`src/rtl/axil_cmd_seq_if.sv`:
```
// ---------------------------------------------------------------------------
// axil_cmd_seq_if
//   Bundles every non-clock signal of axil_cmd_seq: the user command and
//   response streams, the command FIFO occupancy, and the user-side
//   interface of the downstream AXI4-Lite master.
//
//   modport slave  : the sequencer's view (axil_cmd_seq uses this)
//   modport master : the view of whatever drives commands and models the
//                    AXI4-Lite master (the environment around the sequencer)
//
//   Parameters DEPTH / ADDR_W / DATA_W must match those of axil_cmd_seq.
// ---------------------------------------------------------------------------
interface axil_cmd_seq_if #(
    parameter int DEPTH  = 4,
    parameter int ADDR_W = 32,
    parameter int DATA_W = 32
);
    localparam int CNT_W = $clog2(DEPTH) + 1;

    // user command stream
    logic              cmd_valid;
    logic              cmd_ready;
    logic              cmd_write;
    logic [ADDR_W-1:0] cmd_addr;
    logic [DATA_W-1:0] cmd_wdata;
    logic [CNT_W-1:0]  cmd_count;

    // user response stream
    logic              rsp_valid;
    logic              rsp_ready;
    logic              rsp_write;
    logic [ADDR_W-1:0] rsp_addr;
    logic [DATA_W-1:0] rsp_rdata;
    logic              rsp_err;

    // AXI4-Lite master user side
    logic              write;
    logic              read;
    logic [ADDR_W-1:0] user_waddr;
    logic [ADDR_W-1:0] user_raddr;
    logic [DATA_W-1:0] user_wdata;
    logic [DATA_W-1:0] user_rdata;
    logic              wr_ready;
    logic              rd_ready;
    logic              wr_error;
    logic              rd_error;

    modport slave (
        input  cmd_valid, cmd_write, cmd_addr, cmd_wdata, rsp_ready,
        input  user_rdata, wr_ready, rd_ready, wr_error, rd_error,
        output cmd_ready, cmd_count,
        output rsp_valid, rsp_write, rsp_addr, rsp_rdata, rsp_err,
        output write, read, user_waddr, user_raddr, user_wdata
    );

    modport master (
        output cmd_valid, cmd_write, cmd_addr, cmd_wdata, rsp_ready,
        output user_rdata, wr_ready, rd_ready, wr_error, rd_error,
        input  cmd_ready, cmd_count,
        input  rsp_valid, rsp_write, rsp_addr, rsp_rdata, rsp_err,
        input  write, read, user_waddr, user_raddr, user_wdata
    );
endinterface

```
`src/rtl/axil_cmd_seq.sv`:
```
// ---------------------------------------------------------------------------
// axil_cmd_seq
//   Command sequencer in front of an AXI4-Lite master's user-side interface.
//   User commands are queued in a DEPTH-entry command FIFO and issued one at
//   a time as single-cycle write/read pulses. After the matching completion
//   pulse the result (type, address, read data, error) is queued in a
//   DEPTH-entry response FIFO. Exactly one transaction is outstanding on the
//   master at any time, and a command is only issued when a response slot
//   is free, so completions are never dropped.
//
// Ports
//   aclk    : clock
//   areset  : synchronous, active-high reset
//   bus     : axil_cmd_seq_if.slave -- command stream (cmd_*), response
//             stream (rsp_*), cmd_count, and the master user side
//             (write/read, user_waddr/user_raddr/user_wdata, user_rdata,
//             wr_ready/rd_ready, wr_error/rd_error)
//   stat_wr_cnt / stat_rd_cnt / stat_err_cnt (16-bit, saturating):
//             completion statistics, present only when the macro
//             AXIL_CMD_SEQ_STATS_EN is defined.
// ---------------------------------------------------------------------------
module axil_cmd_seq #(
    parameter int DEPTH  = 4,
    parameter int ADDR_W = 32,
    parameter int DATA_W = 32
) (
    input  logic          aclk,
    input  logic          areset,
    axil_cmd_seq_if.slave bus
`ifdef AXIL_CMD_SEQ_STATS_EN
    ,
    output logic [15:0]   stat_wr_cnt,
    output logic [15:0]   stat_rd_cnt,
    output logic [15:0]   stat_err_cnt
`endif
);
    localparam int PTR_W = $clog2(DEPTH);
    localparam int CNT_W = PTR_W + 1;
    localparam logic [CNT_W-1:0] FULL_CNT = CNT_W'(DEPTH);

    localparam logic [1:0] S_IDLE  = 2'd0;
    localparam logic [1:0] S_ISSUE = 2'd1;
    localparam logic [1:0] S_WAIT  = 2'd2;

    // ------------------------------------------------------------------
    // Command FIFO
    // ------------------------------------------------------------------
    logic              cmd_w_mem [DEPTH];
    logic [ADDR_W-1:0] cmd_a_mem [DEPTH];
    logic [DATA_W-1:0] cmd_d_mem [DEPTH];
    logic [PTR_W-1:0]  cmd_wp, cmd_rp;
    logic [CNT_W-1:0]  cmd_cnt;
    logic              cmd_full, cmd_empty, cmd_push, cmd_pop;

    // ------------------------------------------------------------------
    // Response FIFO
    // ------------------------------------------------------------------
    logic              rsp_w_mem [DEPTH];
    logic [ADDR_W-1:0] rsp_a_mem [DEPTH];
    logic [DATA_W-1:0] rsp_d_mem [DEPTH];
    logic              rsp_e_mem [DEPTH];
    logic [PTR_W-1:0]  rsp_wp, rsp_rp;
    logic [CNT_W-1:0]  rsp_cnt;
    logic              rsp_full, rsp_empty, rsp_push, rsp_pop;

    // ------------------------------------------------------------------
    // Issue FSM and held transaction
    // ------------------------------------------------------------------
    logic [1:0]        state;
    logic              cur_write;
    logic              write_q, read_q;
    logic [ADDR_W-1:0] waddr_q, raddr_q;
    logic [DATA_W-1:0] wdata_q;
    logic              done;

    logic              new_w;
    logic [ADDR_W-1:0] new_a;
    logic [DATA_W-1:0] new_d;
    logic              new_e;

    assign cmd_full  = (cmd_cnt == FULL_CNT);
    assign cmd_empty = (cmd_cnt == '0);
    assign rsp_full  = (rsp_cnt == FULL_CNT);
    assign rsp_empty = (rsp_cnt == '0);

    // A full FIFO never accepts, even if the FSM pops in the same cycle.
    assign cmd_push = bus.cmd_valid && !cmd_full;
    // Issuing only with a free response slot means the completion can
    // always be pushed without backpressure on the master.
    assign cmd_pop  = (state == S_IDLE) && !cmd_empty && !rsp_full;

    // Only the ready pulse matching the outstanding type completes it.
    assign done     = (state == S_WAIT) && (cur_write ? bus.wr_ready : bus.rd_ready);
    assign rsp_push = done;
    assign rsp_pop  = !rsp_empty && bus.rsp_ready;

    assign new_w = cur_write;
    assign new_a = cur_write ? waddr_q : raddr_q;
    assign new_d = cur_write ? '0 : bus.user_rdata;
    assign new_e = cur_write ? bus.wr_error : bus.rd_error;

    // Storage arrays carry no reset; occupancy counters gate visibility.
    always_ff @(posedge aclk) begin
        if (cmd_push) begin
            cmd_w_mem[cmd_wp] <= bus.cmd_write;
            cmd_a_mem[cmd_wp] <= bus.cmd_addr;
            cmd_d_mem[cmd_wp] <= bus.cmd_wdata;
        end
        if (rsp_push) begin
            rsp_w_mem[rsp_wp] <= new_w;
            rsp_a_mem[rsp_wp] <= new_a;
            rsp_d_mem[rsp_wp] <= new_d;
            rsp_e_mem[rsp_wp] <= new_e;
        end
    end

    always_ff @(posedge aclk) begin
        if (areset) begin
            cmd_wp  <= '0;
            cmd_rp  <= '0;
            cmd_cnt <= '0;
            rsp_wp  <= '0;
            rsp_rp  <= '0;
            rsp_cnt <= '0;
        end else begin
            if (cmd_push) cmd_wp <= cmd_wp + 1'b1;
            if (cmd_pop)  cmd_rp <= cmd_rp + 1'b1;
            if (cmd_push && !cmd_pop)      cmd_cnt <= cmd_cnt + 1'b1;
            else if (cmd_pop && !cmd_push) cmd_cnt <= cmd_cnt - 1'b1;

            if (rsp_push) rsp_wp <= rsp_wp + 1'b1;
            if (rsp_pop)  rsp_rp <= rsp_rp + 1'b1;
            if (rsp_push && !rsp_pop)      rsp_cnt <= rsp_cnt + 1'b1;
            else if (rsp_pop && !rsp_push) rsp_cnt <= rsp_cnt - 1'b1;
        end
    end

    // IDLE -> ISSUE -> WAIT -> IDLE; the pulse register is set on entry
    // to ISSUE so write/read are high for exactly the ISSUE cycle.
    always_ff @(posedge aclk) begin
        if (areset) begin
            state     <= S_IDLE;
            cur_write <= 1'b0;
            write_q   <= 1'b0;
            read_q    <= 1'b0;
            waddr_q   <= '0;
            raddr_q   <= '0;
            wdata_q   <= '0;
        end else begin
            case (state)
                S_IDLE: begin
                    if (cmd_pop) begin
                        cur_write <= cmd_w_mem[cmd_rp];
                        if (cmd_w_mem[cmd_rp]) begin
                            waddr_q <= cmd_a_mem[cmd_rp];
                            wdata_q <= cmd_d_mem[cmd_rp];
                            write_q <= 1'b1;
                        end else begin
                            raddr_q <= cmd_a_mem[cmd_rp];
                            read_q  <= 1'b1;
                        end
                        state <= S_ISSUE;
                    end
                end
                S_ISSUE: begin
                    write_q <= 1'b0;
                    read_q  <= 1'b0;
                    state   <= S_WAIT;
                end
                S_WAIT: begin
                    if (done) state <= S_IDLE;
                end
                default: begin
                    write_q <= 1'b0;
                    read_q  <= 1'b0;
                    state   <= S_IDLE;
                end
            endcase
        end
    end

`ifdef AXIL_CMD_SEQ_STATS_EN
    function automatic logic [15:0] sat_inc(input logic [15:0] v);
        return (v == 16'hFFFF) ? v : v + 16'd1;
    endfunction

    always_ff @(posedge aclk) begin
        if (areset) begin
            stat_wr_cnt  <= '0;
            stat_rd_cnt  <= '0;
            stat_err_cnt <= '0;
        end else if (done) begin
            if (cur_write) stat_wr_cnt <= sat_inc(stat_wr_cnt);
            else           stat_rd_cnt <= sat_inc(stat_rd_cnt);
            if (new_e)     stat_err_cnt <= sat_inc(stat_err_cnt);
        end
    end
`endif

    assign bus.cmd_ready  = !cmd_full;
    assign bus.cmd_count  = cmd_cnt;
    assign bus.write      = write_q;
    assign bus.read       = read_q;
    assign bus.user_waddr = waddr_q;
    assign bus.user_raddr = raddr_q;
    assign bus.user_wdata = wdata_q;

    // Response fields read as zero while the FIFO is empty so stale
    // storage never leaks out after reset.
    assign bus.rsp_valid  = !rsp_empty;
    assign bus.rsp_write  = !rsp_empty && rsp_w_mem[rsp_rp];
    assign bus.rsp_addr   = rsp_empty ? '0 : rsp_a_mem[rsp_rp];
    assign bus.rsp_rdata  = rsp_empty ? '0 : rsp_d_mem[rsp_rp];
    assign bus.rsp_err    = !rsp_empty && rsp_e_mem[rsp_rp];
endmodule

```
`src/flat_wrapper.sv`:
```
// flat-port wrapper written by rule: the top's interface ports become plain ports
module axil_cmd_seq_flat 
#(
    parameter int DEPTH  = 4,
    parameter int ADDR_W = 32,
    parameter int DATA_W = 32
)
  (aclk, areset, bus_cmd_valid, bus_cmd_write, bus_cmd_addr, bus_cmd_wdata, bus_rsp_ready, bus_user_rdata, bus_wr_ready, bus_rd_ready, bus_wr_error, bus_rd_error, bus_cmd_ready, bus_cmd_count, bus_rsp_valid, bus_rsp_write, bus_rsp_addr, bus_rsp_rdata, bus_rsp_err, bus_write, bus_read, bus_user_waddr, bus_user_raddr, bus_user_wdata);
  axil_cmd_seq_if #(.DEPTH(DEPTH), .ADDR_W(ADDR_W), .DATA_W(DATA_W)) bus_i ();
  input  logic aclk;
  input  logic areset;
  input wire logic [$bits(bus_i.cmd_valid)-1:0] bus_cmd_valid;
  input wire logic [$bits(bus_i.cmd_write)-1:0] bus_cmd_write;
  input wire logic [$bits(bus_i.cmd_addr)-1:0] bus_cmd_addr;
  input wire logic [$bits(bus_i.cmd_wdata)-1:0] bus_cmd_wdata;
  input wire logic [$bits(bus_i.rsp_ready)-1:0] bus_rsp_ready;
  input wire logic [$bits(bus_i.user_rdata)-1:0] bus_user_rdata;
  input wire logic [$bits(bus_i.wr_ready)-1:0] bus_wr_ready;
  input wire logic [$bits(bus_i.rd_ready)-1:0] bus_rd_ready;
  input wire logic [$bits(bus_i.wr_error)-1:0] bus_wr_error;
  input wire logic [$bits(bus_i.rd_error)-1:0] bus_rd_error;
  output wire logic [$bits(bus_i.cmd_ready)-1:0] bus_cmd_ready;
  output wire logic [$bits(bus_i.cmd_count)-1:0] bus_cmd_count;
  output wire logic [$bits(bus_i.rsp_valid)-1:0] bus_rsp_valid;
  output wire logic [$bits(bus_i.rsp_write)-1:0] bus_rsp_write;
  output wire logic [$bits(bus_i.rsp_addr)-1:0] bus_rsp_addr;
  output wire logic [$bits(bus_i.rsp_rdata)-1:0] bus_rsp_rdata;
  output wire logic [$bits(bus_i.rsp_err)-1:0] bus_rsp_err;
  output wire logic [$bits(bus_i.write)-1:0] bus_write;
  output wire logic [$bits(bus_i.read)-1:0] bus_read;
  output wire logic [$bits(bus_i.user_waddr)-1:0] bus_user_waddr;
  output wire logic [$bits(bus_i.user_raddr)-1:0] bus_user_raddr;
  output wire logic [$bits(bus_i.user_wdata)-1:0] bus_user_wdata;
  assign bus_i.cmd_valid = bus_cmd_valid;
  assign bus_i.cmd_write = bus_cmd_write;
  assign bus_i.cmd_addr = bus_cmd_addr;
  assign bus_i.cmd_wdata = bus_cmd_wdata;
  assign bus_i.rsp_ready = bus_rsp_ready;
  assign bus_i.user_rdata = bus_user_rdata;
  assign bus_i.wr_ready = bus_wr_ready;
  assign bus_i.rd_ready = bus_rd_ready;
  assign bus_i.wr_error = bus_wr_error;
  assign bus_i.rd_error = bus_rd_error;
  assign bus_cmd_ready = bus_i.cmd_ready;
  assign bus_cmd_count = bus_i.cmd_count;
  assign bus_rsp_valid = bus_i.rsp_valid;
  assign bus_rsp_write = bus_i.rsp_write;
  assign bus_rsp_addr = bus_i.rsp_addr;
  assign bus_rsp_rdata = bus_i.rsp_rdata;
  assign bus_rsp_err = bus_i.rsp_err;
  assign bus_write = bus_i.write;
  assign bus_read = bus_i.read;
  assign bus_user_waddr = bus_i.user_waddr;
  assign bus_user_raddr = bus_i.user_raddr;
  assign bus_user_wdata = bus_i.user_wdata;
  axil_cmd_seq #(.DEPTH(DEPTH), .ADDR_W(ADDR_W), .DATA_W(DATA_W)) u_core (.aclk(aclk), .areset(areset), .bus(bus_i));
endmodule
```
`config.mk`:
```
export PLATFORM = sky130hd
export DESIGN_NAME = axil_cmd_seq_flat
export DESIGN_NICKNAME = d
export VERILOG_FILES = /design/src/rtl/axil_cmd_seq_if.sv /design/src/rtl/axil_cmd_seq.sv /design/src/flat_wrapper.sv
export SDC_FILE = /design/constraint.sdc
export NUM_CORES = 1
export LEC_CHECK = 0
export ABC_AREA = 1
export BUFFER_PORTS_ARGS = -buffer_cell sky130_fd_sc_hd__buf_4
export CAP_MARGIN = 10
export CORE_MARGIN = 2
export CORE_UTILIZATION = 45
export CTS_BUF_LIST = sky130_fd_sc_hd__clkbuf_8 sky130_fd_sc_hd__clkbuf_16
export CTS_CLUSTER_SIZE = 30
export DETAILED_ROUTE_END_ITERATION = 8
export PLACE_DENSITY = 0.64
export SLEW_MARGIN = 20
export SYNTH_ARGS = -nofsm -noshare
export SYNTH_HDL_FRONTEND = slang
export SYNTH_SLANG_ARGS = --single-unit
```
`constraint.sdc`:
```
create_clock -name aclk -period 5.5 [get_ports aclk]
set_clock_uncertainty 0.15 [all_clocks]
set_input_delay 0.825 -clock aclk [delete_from_list [all_inputs] [get_ports aclk]]
set_output_delay 0.825 -clock aclk [all_outputs]
set_load 0.03 [all_outputs]
```
# ---- Yosys cells after proc, flatten, opt, wreduce, memory -nomap -nowiden
# Memory sizes are Yosys's and may differ from the RTL's. A register that Yosys moved wholly into a read port is not among the register bits.
# Cells that the tools add are included.
dict set report totals {
  regBits 83
  mem_bits_rw 524
  in_bits 105
  out_inout_bits 169
  elab_cells 102
  n_memories 7
}
dict set report classes {
  add_sub_neg 8
  eq_ne 8
  n_mux 35
  bitwise 2
  reduce_logical 30
}
# name words word_bits rd rd_ports_with_merged_regs write_ports line_no
set mem_list {}
lappend mem_list {u_core.cmd_a_mem 4 32 1 1 1 axil_cmd_seq.sv:49} ;# logic [ADDR_W-1:0] cmd_a_mem [DEPTH];
lappend mem_list {u_core.cmd_d_mem 4 32 1 1 1 axil_cmd_seq.sv:50} ;# logic [DATA_W-1:0] cmd_d_mem [DEPTH];
lappend mem_list {u_core.rsp_a_mem 4 32 1 1 1 axil_cmd_seq.sv:59} ;# logic [ADDR_W-1:0] rsp_a_mem [DEPTH];
lappend mem_list {u_core.rsp_d_mem 4 32 1 1 1 axil_cmd_seq.sv:60} ;# logic [DATA_W-1:0] rsp_d_mem [DEPTH];
lappend mem_list {u_core.cmd_w_mem 4 1 1 1 1 axil_cmd_seq.sv:48} ;# logic cmd_w_mem [DEPTH];
lappend mem_list {u_core.rsp_e_mem 4 1 1 1 1 axil_cmd_seq.sv:61} ;# logic rsp_e_mem [DEPTH];
lappend mem_list {{+1 memories} - - - - - -}
# op count
set op_table {}
lappend op_table {{$mux 32} 4}
lappend op_table {{$mux 2} 14}
lappend op_table {{$mux 3} 4}
lappend op_table {{$reduce_and 3->1} 4}
lappend op_table {{$logic_and 1x1->1} 11}
lappend op_table {{$mux 1} 10}
lappend op_table {{$add 2x1->2 const B} 4}
lappend op_table {{$logic_not 1->1} 8}
lappend op_table {{$add 3x1->3 const B} 2}
lappend op_table {{$eq 3x3->1 const B} 2}
lappend op_table {{$logic_not 3->1} 2}
lappend op_table {{$pmux 2 s3} 1}
lappend op_table {{$sub 3x1->3 const B} 2}
lappend op_table {{$ne 2x1->1 const B} 2}
lappend op_table {{$ne 2x2->1 const B} 2}
lappend op_table {{$pmux 1 s2} 2}
lappend op_table {{$reduce_and 2->1} 2}
lappend op_table {{$reduce_bool 2->1} 2}
lappend op_table {{$eq 2x1->1 const B} 1}
lappend op_table {{$eq 2x2->1 const B} 1}
lappend op_table {{$logic_not 2->1} 1}
lappend op_table {{$not 1->1} 2}

# ---- Longest topological paths before layout
# Gate-level depths: netlist (run 1).
dict set report logic_depth {
  word_depth 7
  mapped_depth 12
  depth_no_buf 12
}

# ---- Worst setup path before layout (run 1)
# No wires, ideal clock.
dict set report synth_timing {
  path_type {input port to flip-flop}
  start {input port bus_rd_ready}
  end {memory u_core.rsp_a_mem[0][0], enable pin}
  setup_time_ns 0.490
  arrival_time_ns 3.923
  t_required_ns 4.860
  setup_slack_ns 0.936
  path_stages 4
  path_buffers 0
  cell_sequence {o21ai_0 nor2_1 nand2_1 nor2_1}
}
dict set report synth_via {
  elab_chain_cells 4
}
# item line_no
set synth_lines {}
lappend synth_lines {{from (decl)} flat_wrapper.sv:19} ;# input wire logic [$bits(bus_i.rd_ready)-1:0] bus_rd_ready;
lappend synth_lines {{$mux 1} axil_cmd_seq.sv:93} ;# assign done = (state == S_WAIT) && (cur_write ? bus.wr_ready : bus.rd_ready);
lappend synth_lines {{$logic_and 1x1->1} axil_cmd_seq.sv:93}
lappend synth_lines {{$mux 1} axil_cmd_seq.sv:109} ;# if (rsp_push) begin
lappend synth_lines {{$mux 1 (implied by the code)} axil_cmd_seq.sv:111} ;# rsp_a_mem[rsp_wp] <= new_a;
lappend synth_lines {{to (decl)} axil_cmd_seq.sv:59}
# No other way between the ends.

==> results of run 1 <==
## layout by cell type, fill, tap and decap left out, drive strengths merged, types with 29 or more instances in the layout
cell type,count
nor2,646
edfxtp,524
dfxtp,119
clkinv,29
o21ai,302
nand3,74
inv,173
nand2,342
a21oi,80
clkbuf,71
buf,303
## area by class of cell
type | count | share of cell area [%]
Tap cell | 756 | 3.12
Clock inverter | 55 | 1.29
Inverter | 152 | 1.89
Timing Repair Buffer | 303 | 7.49
Clock buffer | 71 | 5.74
Multi-Input combinational cell | 1462 | 20.8
Sequential cell | 643 | 59.7
Antenna cell | 2 | 0.0165
## stage by stage
step	worst slack, ns	power (µW)	std cells	cell area (µm²)	hold slack [ns]
6_report	1.49	16600	3444	30400	0.263
5_1_grt	1.26	17500	3442	30400	0.247
4_1_cts	1.44	16700	3442	30400	0.232
3_5_place_dp	2.13	12400	3316	28200	0.321
3_3_place_gp	2.11	12200	3316	28200	0.307
2_1_floorplan	0.936	10400	2391	25500	0.297
## worst max-delay path by stage
| stage | from | end | slack (ns) | cells after the start |
|---|---|---|---|---|
| floorplan | bus_rd_ready | u_core.rsp_a_mem[0][0]$_DFFE_PP_ | 0.94 | 4 |
| global placement | flop | bus_rsp_addr[27] | 2.11 | 6 |
| detailed placement | flop | bus_rsp_addr[8] | 2.13 | 6 |
| CTS | flop | bus_rsp_addr[8] | 1.44 | 6 |
| global route | flop | bus_rsp_rdata[5] | 1.26 | 6 |
| finish | flop | bus_rsp_addr[8] | 1.49 | 6 |
## layer usage
layer  vias up  global-route usage (%)
met5         -                       0
met4         6                    8.30
met3       110                    4.41
met2       480                    33.5
met1      8124                    26.8
li1       8467                       -
## worst max-delay path, delay by kind of cell, from the launching register on
| family | cells | cell delay (ns) |
|---|---|---|
| simple gates | 2 | 0.26 |
| compound gates | 2 | 0.40 |
| flops | 1 | 0.81 |
| buf+inv | 2 | 0.94 |
## cells by family (layout without fill, tap and decap cells)
family	after synthesis	count (layout)	share of synthesized area (%)
fa+ha+maj	12	12	0.647
simple gates	1065	1065	16.2
xor+xnor	1	1	0.0343
other cells	0	2	0
flops	643	643	70.9
compound gates	384	384	7.54
buf+inv	286	581	4.64
## power groups by stage
stage / clock network [µW] / registers [µW] / logic (µW)
2_1_floorplan: 0 / 6750 / 3620
3_3_place_gp: 0 / 6440 / 5810
3_5_place_dp: 0 / 6460 / 5910
4_1_cts: 4450 / 6360 / 5930
5_1_grt: 4640 / 6410 / 6470
6_report: 4350 / 6360 / 5870
## sequential cells by signal, indices dropped and copies added, names as in the netlist, 3 cells and up, named ones only
register	cells
u_core.cmd_a_mem	128
u_core.cmd_d_mem	128
u_core.rsp_a_mem	128
u_core.rsp_d_mem	128
u_core.bus.user_raddr	32
u_core.bus.user_waddr	32
u_core.bus.user_wdata	32
u_core.cmd_w_mem	4
u_core.rsp_e_mem	4
u_core.rsp_w_mem	4
u_core.bus.cmd_count	3
u_core.rsp_cnt	3
==> impl_metrics.ini, run 1 <==
[status]
status = finished clean

[clocking]
numCtsBuffers = 68
clkLatencyLatePin_ns = 0.61
cts_root_buffer = clkbuf_16
cts.sinks = 643
cts_resized = 0
hold_buffers = 0
cts_max_level = 3
cts_setup_buffers = 0
path_clk_slew_ns = 0.06
tritoncts = done
clockBufferDepth = 3

[hold_path]
hp-class = in -> reg
hold_path.startpoint = bus_cmd_wdata[0]
hold_path_end = u_core.cmd_d_mem[2][0]$_DFFE_PP_
hold_path_depth = 1

[drt]
drc = 0
wl_per_cell_um = 17.8
first_pass_iters = 7
wl_met1_um = 26200
highest_layer = met5
routed_wirelength_um = 61300
vias = 17200
wl_met3_um = 4000
drtIter0Drc = 1291
ant_nets = 0
wl_met2_um = 29100
vias_per_cell = 4.99

[floorplanning]
core-area_um2 = 56300
die_h_um = 242
die_area_um2 = 58700
ioPinCount = 274
initial_utilization_pct = 45.4
die_w_um = 242
num_rows = 87

[flow_run]
maxCapViolCount = 0

[global_route]
grt_pass1_vias = 16300
track_usage_pct = 20.5
antenna_found_initial = 5
gr-total-overflow = 0
grt_max_degree = 84
grt_pass1_wl_um = 93300

[logic_synthesis]
synth_nets = 2508
synth_ff_type = edfxtp_1
yosysUniqueCellTypes = 27
postSynthCellCount = 2391
synth_largest_area_cell = edfxtp_1
yosysWarnings = 0
ys_async_sr_fraction_pct = 0
yosysMostFrequentCell = nor2_1
ys_seq_area_share_pct = 70.9
synth_top_area_share_pct = 61.6
synth_area_per_cell_um2 = 10.7
ys_seq_elements = 643
synth_area_um2 = 25500
synth-edff-count = 524
synthTopCellsByCount = 643 x nor2_1, 524 x edfxtp_1, 339 x nand2_1
synth_area_leaders = edfxtp_1 62%, nor2_1 9.4%, dfxtp_1 9.3%

[critical_path]
rr_endpoint = u_core.rsp_d_mem[3][8]$_DFFE_PP_
critical_path.cell_chain = buf_4, nor2_1, nor2_1, o21ai_0, a21oi_1, buf_4
crit_type = reg -> out
worstPathMaxFanout = 69
cp-end-kind = output pin
cp.required_ns = 4.53
critPathSlowestCell = dfxtp_4
r2r_setup_slack_ns = 2.44
cp_slowest_stage_delay_ns = 0.81
critical_path_arrival_ns = 3.03
r2r-start = u_core.cur_write$_SDFFE_PP0P_
rr_worst_depth = 5
cp-start-kind = flop

[cells_and_area]
post-route-util_pct = 54.0
multiInputGateArea_um2 = 6300
seqCellArea_um2 = 18100
fillers = 4868
areaGrowthSynthToFinish_pct = 18.9
drive_gt1_share_pct = 15.9
nets = 2747

[pwr]
p_int_uw = 10200
leakagePower_uw = 0.0120
seqPwrFrac_pct = 38.3
p_switching_uw = 6400
clkPwrFrac_pct = 26.2
power_frac_comb_pct = 35.4
swShare_pct = 38.6
powerDensity_nw_per_um2 = 546
peakVddDrop_uv = 317

[placed_design]
dpl.hpwl_um = 37200
globalplace.congestion = 0.860
portBuffers = 273

[timing]
layout_min_cycle_time_ns = 4.01
tns_ns = 0
tightest_slew_ns = 1.11
finalCritPeriodShare_pct = 72.8
max_slew_margin_pct = 25.1
clock.fmax_mhz = 250
rsz0062_at_grt = no
hold_viol_final = 0
slew_violations = 0
setup_viol = 0
No activity file was read; power rests on OpenSTA's default activity.
==> run 2: changes to the inputs <==
--- a/config.mk
+++ b/config.mk
@@ -13,7 +13,7 @@
 export CTS_BUF_LIST = sky130_fd_sc_hd__clkbuf_8 sky130_fd_sc_hd__clkbuf_16
 export CTS_CLUSTER_SIZE = 30
 export DETAILED_ROUTE_END_ITERATION = 8
-export PLACE_DENSITY = 0.64
+export PLACE_DENSITY = 0.66
 export SLEW_MARGIN = 20
 export SYNTH_ARGS = -nofsm -noshare
 export SYNTH_HDL_FRONTEND = slang
==> constraint.sdc (replaced) <==
create_clock -name aclk -period 3.3 [get_ports aclk]
set_clock_uncertainty 0.15 [all_clocks]
set_input_delay 0.495 -clock aclk [delete_from_list [all_inputs] [get_ports aclk]]
set_output_delay 0.495 -clock aclk [all_outputs]
set_load 0.03 [all_outputs]
==> impl_metrics.ini, run 2 (synthesized netlist as in run 1, its figures left out) <==
[clocking]
clkLatencyLatePin_ns = 0.61
path_clk_slew_ns = 0.06
cts_root_buffer = clkbuf_16
cts_max_level = 3
numCtsBuffers = 69
clockBufferDepth = 3
tritoncts = done
cts.sinks = 643

[floorplanning]
ioPinCount = 274
initial_utilization_pct = 45.4
core-area_um2 = 56300
die_h_um = 242
num_rows = 87
die_area_um2 = 58700
die_w_um = 242

[global_route]
antenna_found_initial = 4
grt_pass1_wl_um = 95000
track_usage_pct = 20.8
grt_pass1_vias = 17000
grt_max_degree = 113
gr-total-overflow = 0

[pwr]
peakVddDrop_uv = 556
powerDensity_nw_per_um2 = 899
leakagePower_uw = 0.0124
design_power_total_uw = 28300

[drt]
first_pass_iters = 5
routed_wirelength_um = 61600
vias_per_cell = 5.01
wl_met1_um = 26500
wl_per_cell_um = 17.5
wl_met3_um = 3870
ant_nets = 0
highest_layer = met5
drtIter0Drc = 1657
wl_met2_um = 29800
drc = 0
vias = 17600

[critical_path]
worstPathMaxFanout = 112
cp.required_ns = 2.65
critical_path_arrival_ns = 2.45
crit_type = reg -> out
cp-start-kind = flop
cp-end-kind = output pin

[cells_and_area]
nets = 2823
multiInputGateArea_um2 = 6300
layout_commonest_cell = nor2_1
drive_gt1_share_pct = 16.1
areaGrowthSynthToFinish_pct = 23.1
fin_area_um2 = 31400
final_cell_mix = 635 x nor2_1, 524 x edfxtp_1, 339 x nand2_1
fillers = 4707
final_cells = 3519
seqCellArea_um2 = 18100

[status]
status = finished clean

[placed_design]
dpl.hpwl_um = 37800
globalplace.congestion = 0.849
dpl_cell_area_um2 = 28500
placed_cells = 3325
portBuffers = 273

[flow_run]
maxCapViolCount = 0

[hold_path]
hp-class = in -> reg

[timing]
finalCritPeriodShare_pct = 93.7
layout_min_cycle_time_ns = 3.09
setup_viol = 0
rsz0062_at_grt = no
slew_violations = 0
whs_ns = 0.134
tightest_slew_ns = 1.06
hold_viol_final = 0
clock.fmax_mhz = 323
max_slew_margin_pct = 28.8
==> run 2: timing repair <==
| item | CTS | global route |
|---|---|---|
| setup buffers | 0 | 0 |
| gates resized for setup | 1 | 0 |
| hold endpoints to repair | 265 | 0 |
| setup endpoints to repair | 19 | 0 |
| hold buffers | 66 | 0 |
==> run 2: layout make-up <==
| type | instances | area share (%) |
|---|---|---|
| antenna | 4 | 0.0318 |
| clock buffer | 74 | 5.78 |
| clock inverter | 50 | 1.40 |
| inverter | 152 | 1.83 |
| multi-input combinational | 1462 | 20.0 |
| sequential | 643 | 57.6 |
| tap | 756 | 3.01 |
| timing repair buffer | 378 | 10.3 |
==> run 2: critical path: stages, from the launching register on <==
cell and delay [ns]:
dfxtp_4 0.50, buf_12 0.39, nor2_1 0.11, nor2_1 0.10
o21ai_0 0.09, a21oi_1 0.28, buf_4 0.22
==> run 2: per-stage QoR <==
step / setup TNS (ns) / setup WS (ns) / util (%)
after detailed placement: 0 / 0.592 / 50.7
after floorplan: -246.53 / -0.934 / -
after global routing: 0 / 0.0392 / 55.9
after CTS: 0 / 0.168 / 55.9
final: 0 / 0.207 / 55.9
after global placement: 0 / 0.647 / 50.7
==> run 2: path summary, 6_finish.rpt <==
kind	endpoint	slack [ns]	cells past startpoint	startpoint
worst max-delay path	bus_rsp_addr[27]	0.21	6	flop
worst max register to register	u_core.rsp_w_mem[1]$_DFFE_PP_	0.86	5	u_core.cur_write$_SDFFE_PP0P_
worst min-delay path	u_core.rsp_d_mem[1][18]$_DFFE_PP_	0.13	3	bus_user_rdata[18]
worst min register to register	u_core.bus.write$_SDFFE_PP0P_	0.34	2	u_core.bus.write$_SDFFE_PP0P_
==> run 2: power by group <==
part,internal (µW),switching (µW)
Sequential,10100,487
Combinational,3000,7080
Clock,4540,3100
Total,17600,10700
==> run 2: metal layers <==
metal / up-vias / GRT usage, %
met5: - / 0
met2: 525 / 34.4
met1: 8383 / 27.8
met4: 2 / 6.81
li1: 8621 / -
met3: 90 / 3.74
